<file path="config.mk">
export PLATFORM = sky130hd
export DESIGN_NAME = seq_chunk_adder
export DESIGN_NICKNAME = d
export VERILOG_FILES = /design/src/rtl/seq_chunk_adder.sv
export SDC_FILE = /design/constraint.sdc
export NUM_CORES = 1
export LEC_CHECK = 0
export ABC_AREA = 1
export BUFFER_PORTS_ARGS = -buffer_cell sky130_fd_sc_hd__buf_4
export CAP_MARGIN = 20
export CORE_ASPECT_RATIO = 2
export CORE_MARGIN = 2
export CORE_UTILIZATION = 55
export CTS_CLUSTER_SIZE = 20
export DETAILED_ROUTE_END_ITERATION = 16
export HOLD_SLACK_MARGIN = 0.02
export PLACE_DENSITY = 0.77
export SYNTH_ARGS = -nofsm -noshare
export SYNTH_HDL_FRONTEND = slang
export SYNTH_SLANG_ARGS = --single-unit
</file>
<file path="constraint.sdc">
create_clock -name clk -period 6.4 [get_ports clk]
set_input_delay 0.96 -clock clk [delete_from_list [all_inputs] [get_ports clk]]
set_output_delay 0.96 -clock clk [all_outputs]
set_load 0.005 [all_outputs]
</file>
<file path="src/rtl/seq_chunk_adder.sv">
// seq_chunk_adder
//   Multi-cycle adder/subtractor. Each operation is split into N = WIDTH/CHUNK
//   slices that are added LSB first, one slice per clock, with the carry
//   carried between cycles in a register. Subtraction is done as
//   a + ~b + ~ci, so cout=1 means "no borrow".
//
// Parameters
//   WIDTH  operand / result width (must be a multiple of CHUNK)
//   CHUNK  bits added per clock
//
// Ports
//   clk    clock, rising edge
//   rst    asynchronous, active-high reset
//   start  begin an operation on the current a, b, ci, sub (ignored while busy)
//   a, b   operands
//   ci     carry-in (add) / borrow-in (subtract)
//   sub    0 = add, 1 = subtract
//   busy   high while slices are being added
//   done   one-cycle pulse, sum/cout/ovf newly updated
//   sum    registered result, held until the next completion
//   cout   raw carry out of the MSB
//   ovf    two's-complement overflow
module seq_chunk_adder #(
    parameter int WIDTH = 16,
    parameter int CHUNK = 4
) (
    input  logic             clk,
    input  logic             rst,
    input  logic             start,
    input  logic [WIDTH-1:0] a,
    input  logic [WIDTH-1:0] b,
    input  logic             ci,
    input  logic             sub,
    output logic             busy,
    output logic             done,
    output logic [WIDTH-1:0] sum,
    output logic             cout,
    output logic             ovf
);

    localparam int N  = WIDTH / CHUNK;
    // Index register is at least one bit wide so N=1 still elaborates.
    localparam int IW = (N > 1) ? $clog2(N) : 1;
    localparam logic [IW-1:0] LAST = IW'(N - 1);

    typedef enum logic [1:0] {
        IDLE = 2'd0,
        RUN  = 2'd1,
        DONE = 2'd2
    } state_t;

    state_t           state;
    logic [WIDTH-1:0] a_q;      // latched A
    logic [WIDTH-1:0] b_q;      // latched B, already inverted for subtract
    logic [WIDTH-1:0] part_q;   // slices finished so far; never visible on sum
    logic             carry_q;
    logic [IW-1:0]    idx;

    logic [CHUNK-1:0] a_chunk;
    logic [CHUNK-1:0] b_chunk;
    logic [CHUNK:0]   chunk_res;
    logic [WIDTH-1:0] part_next;
    logic             ovf_next;

    // Slice adder for the current index, plus the full word as it will look
    // once this slice is merged in (used as the final sum on the last slice).
    always_comb begin
        a_chunk   = a_q[idx*CHUNK +: CHUNK];
        b_chunk   = b_q[idx*CHUNK +: CHUNK];
        chunk_res = {1'b0, a_chunk} + {1'b0, b_chunk} + (CHUNK+1)'(carry_q);
        part_next = part_q;
        part_next[idx*CHUNK +: CHUNK] = chunk_res[CHUNK-1:0];
        // Overflow: both effective operands share a sign that the result lacks.
        ovf_next  = (a_q[WIDTH-1] == b_q[WIDTH-1]) &&
                    (part_next[WIDTH-1] != a_q[WIDTH-1]);
    end

    always_ff @(posedge clk or posedge rst) begin
        if (rst) begin
            state   <= IDLE;
            a_q     <= '0;
            b_q     <= '0;
            part_q  <= '0;
            carry_q <= 1'b0;
            idx     <= '0;
            busy    <= 1'b0;
            done    <= 1'b0;
            sum     <= '0;
            cout    <= 1'b0;
            ovf     <= 1'b0;
        end else begin
            case (state)
                // DONE accepts start exactly like IDLE, which gives
                // back-to-back operations with no idle cycle in between.
                IDLE, DONE: begin
                    done <= 1'b0;
                    if (start) begin
                        a_q     <= a;
                        b_q     <= b ^ {WIDTH{sub}};
                        carry_q <= ci ^ sub;
                        part_q  <= '0;
                        idx     <= '0;
                        state   <= RUN;
                        busy    <= 1'b1;
                    end else begin
                        state   <= IDLE;
                        busy    <= 1'b0;
                    end
                end

                RUN: begin
                    part_q  <= part_next;
                    carry_q <= chunk_res[CHUNK];
                    if (idx == LAST) begin
                        // Last slice: publish the whole result at once.
                        sum   <= part_next;
                        cout  <= chunk_res[CHUNK];
                        ovf   <= ovf_next;
                        idx   <= '0;
                        state <= DONE;
                        busy  <= 1'b0;
                        done  <= 1'b1;
                    end else begin
                        idx   <= idx + IW'(1);
                    end
                end

                default: begin
                    state <= IDLE;
                    busy  <= 1'b0;
                    done  <= 1'b0;
                end
            endcase
        end
    end

endmodule
</file>
==> qor.yml <==
finalHoldViolCount: 0
power_density_nw_per_um2: 536
drc: 0
rsz0062_at_grt: "false"
cts_max_path_buffers: 2
critPathCaptureType: "flop"
area_delta_synth_final_pct: 20.7
placementRows: 41
holdBufCountCts: 0
syn_nets: 430
ys_seq_elements: 72
p_leak_nw: 2.05
dpl_cell_area_um2: 4000
grt_antenna_before_repair: 0
drt-initial-drc-count: 159
layout.nets: 482
synth.distinct_cells: 28
synthCells: 382
syn_avg_cell_area_um2: 9.30
start_kind: "flop"
gr-total-overflow: 0
ys_top_cells_by_area: "dfrtp_1, nand2_1, o21ai_0, mux2_2, o22ai_1"
clkSinkCount: 72
vias_per_cell: 5.30
rrSetupSlack_ns: 2.94
antenna_cells: 0
hold_path_end: "b_q[11]"
use_met2_pct: 40.7
grt_pass1_vias: 2860
rr_worst_depth: 13
fmax_mhz: 289
max-cap-violations: 0
layout-drive-gt1-share_pct: 23.2
intPower_mw: 1.35
hold_depth: 2
min_from: "b_q[11]"
core_um2: 6260
cts.htree.levels: 3
yosysWarnings: 0
cts_buffers: 9
sw_frac_of_total_pct: 41.4
cts_resized: 0
met3_usage_pct: 5.49
cts_root_buffer: "clkbuf_16"
drt-total-wl_mm: 7.68
start_util_pct: 56.8
final_max_slew_viol_count: 0
io_buffers: 56
busiest_layer: "met2"
r2r_end: "part_q[13]"
clk_pin_slew_ns: 0.05
track_usage_pct: 24.3
place.gp.congestion: 0.885
design.die.area_um2: 7160
yosysSeqAreaShare_pct: 50.7
wl_per_cell_um: 14.6
finalCriticalPeriod_ns: 3.46
r2r-start: "idx[0]"
outcome: "completed"
final_area_um2: 4290
p_seq_share_pct: 33.9
hold_path.class: "reg2reg"
drtAntennaViolNets: 0
clkPwrFrac_pct: 20.3
die_w_um: 60.8
tightest_slew_ns: 0.876
timing.final.crit_share_pct: 54.0
drtPass1Iterations: 6
cts_tree: "done"
hpwl_mm: 5.53
ir_worst_vdd_v: 0.000269
switchingPower_mw: 0.952
fin_worst_skew_ns: 0.00449
cp_max_fo: 24
use_met1_pct: 25.8
crit_arrival_ns: 3.69
cts_setup_buffers: 0
cp_data_required_time_ns: 6.64
synth_top_area_cell: "dfrtp_1"
grt_pass1_wl_mm: 12.9
path_class: "reg2reg"
final_util_pct: 68.5
io_pins: 57
maxSlewHeadroom_pct: 41.6
tns_ns: 0
setup_viol: 0
via_count: 2784
fp.dieH_um: 118
comb_power_share_pct: 45.8
clkLatencyLatePin_ns: 0.33
grt_max_degree: 73
yosys.area.top_type_share_pct: 50.7
syn_area_um2: 3550
## cell usage after synthesis
cell and count:
a32oi_1 2, o21ai_2 3, inv_1 42, o211ai_1 1, nor2_1 20, nand2_2 3
nand4_1 3, xor2_1 1, inv_8 1, ha_1 9, xnor2_1 17, mux2_2 16
buf_4 1, fa_1 2, buf_2 8, o22ai_1 27, clkbuf_1 6, nor3_1 1
nand3_1 3, o21ai_1 1, dfrtp_1 72, a22oi_1 1, a21oi_1 4, nand2_1 88
nor2_8 3, inv_2 2, o21ai_0 43, buf_6 2
## worst max-delay path by stage
stage            from         end  slack (ns)  depth (start not counted)
2_1_floorplan     rst      a_q[0]        3.62                          1
3_3_place_gp   idx[0]      sum[5]        3.17                         13
3_5_place_dp   idx[0]      sum[5]        3.03                         13
4_1_cts        idx[0]  part_q[13]        3.00                         13
5_1_grt        idx[0]      sum[5]        2.58                         13
6_report       idx[0]  part_q[13]        2.94                         13
## cell families after synthesis
| logic type | synth area share [%] |
|---|---|
| simple gates | 14.7 |
| compound gates | 13.2 |
| flops | 50.7 |
| buf+inv | 7.57 |
| xor+xnor | 4.44 |
| mux | 5.07 |
| fa+ha+maj | 4.30 |
## power by group through the flow
| stage | logic [mW] | clock network, mW | registers (mW) |
|---|---|---|---|
| final | 1.05 | 0.468 | 0.779 |
| after global routing | 1.19 | 0.492 | 0.800 |
| after CTS | 1.05 | 0.475 | 0.780 |
| after detailed placement | 1.04 | 0 | 0.786 |
| after global placement | 1.00 | 0 | 0.778 |
| after floorplan | 0.799 | 0 | 0.734 |
## cell type report
cell class | instances | area, um^2
fill | 522 | 1970
sequential | 72 | 1800
multi-input combinational | 248 | 1480
timing repair buffer | 58 | 435
clock buffer | 13 | 270
inverter | 45 | 176
tap | 86 | 108
clock inverter | 3 | 15.0
## critical path, stage by stage (launching register included)
cell     delay, ns
dfrtp_1       0.82
inv_1         0.53
o21ai_0       0.28
o22ai_1       0.12
fa_1          0.43
inv_1         0.09
fa_1          0.44
nor2_1        0.10
inv_1         0.06
nor2_1        0.08
inv_1         0.07
o22ai_1       0.11
inv_1         0.09
o22ai_1       0.13
## stage by stage
stage	worst slack, ns	cells	power, mW	hold WS, ns
final	2.94	525	2.30	0.478
after global routing	2.58	525	2.48	0.483
after CTS	3.00	525	2.30	0.480
after detailed placement	3.03	509	1.82	0.467
after global placement	3.17	509	1.78	0.461
after floorplan	3.62	382	1.53	0.448
## layout by cell type (no fill, tap or decap), types with 3 or more instances in the layout
cell type	count
nand2_1	88
dfrtp_1	72
buf_4	58
o21ai_0	43
inv_1	41
o22ai_1	27
nor2_1	20
xnor2_1	17
mux2_2	16
ha_1	9
clkbuf_16	9
a21oi_1	4
inv_2	3
nor2_8	3
nand2_2	3
o21ai_2	3
nand4_1	3
nand3_1	3
clkinv_2	3
clkbuf_8	3
## sequential cells by signal (all words and copies together) (netlist names)
signal and cells:
part_q 16, a_q 16, cout 1, done 1, ovf 1, sum 16, carry_q 1, b_q 16
busy 1, idx 2, state 1
## per-layer routing
layer,up-vias,wire [um]
met3,28,255
met2,82,4230
met4,0,394
li1,1355,-
met5,-,0
met1,1319,2790
No activity file was read; power rests on OpenSTA's default activity.
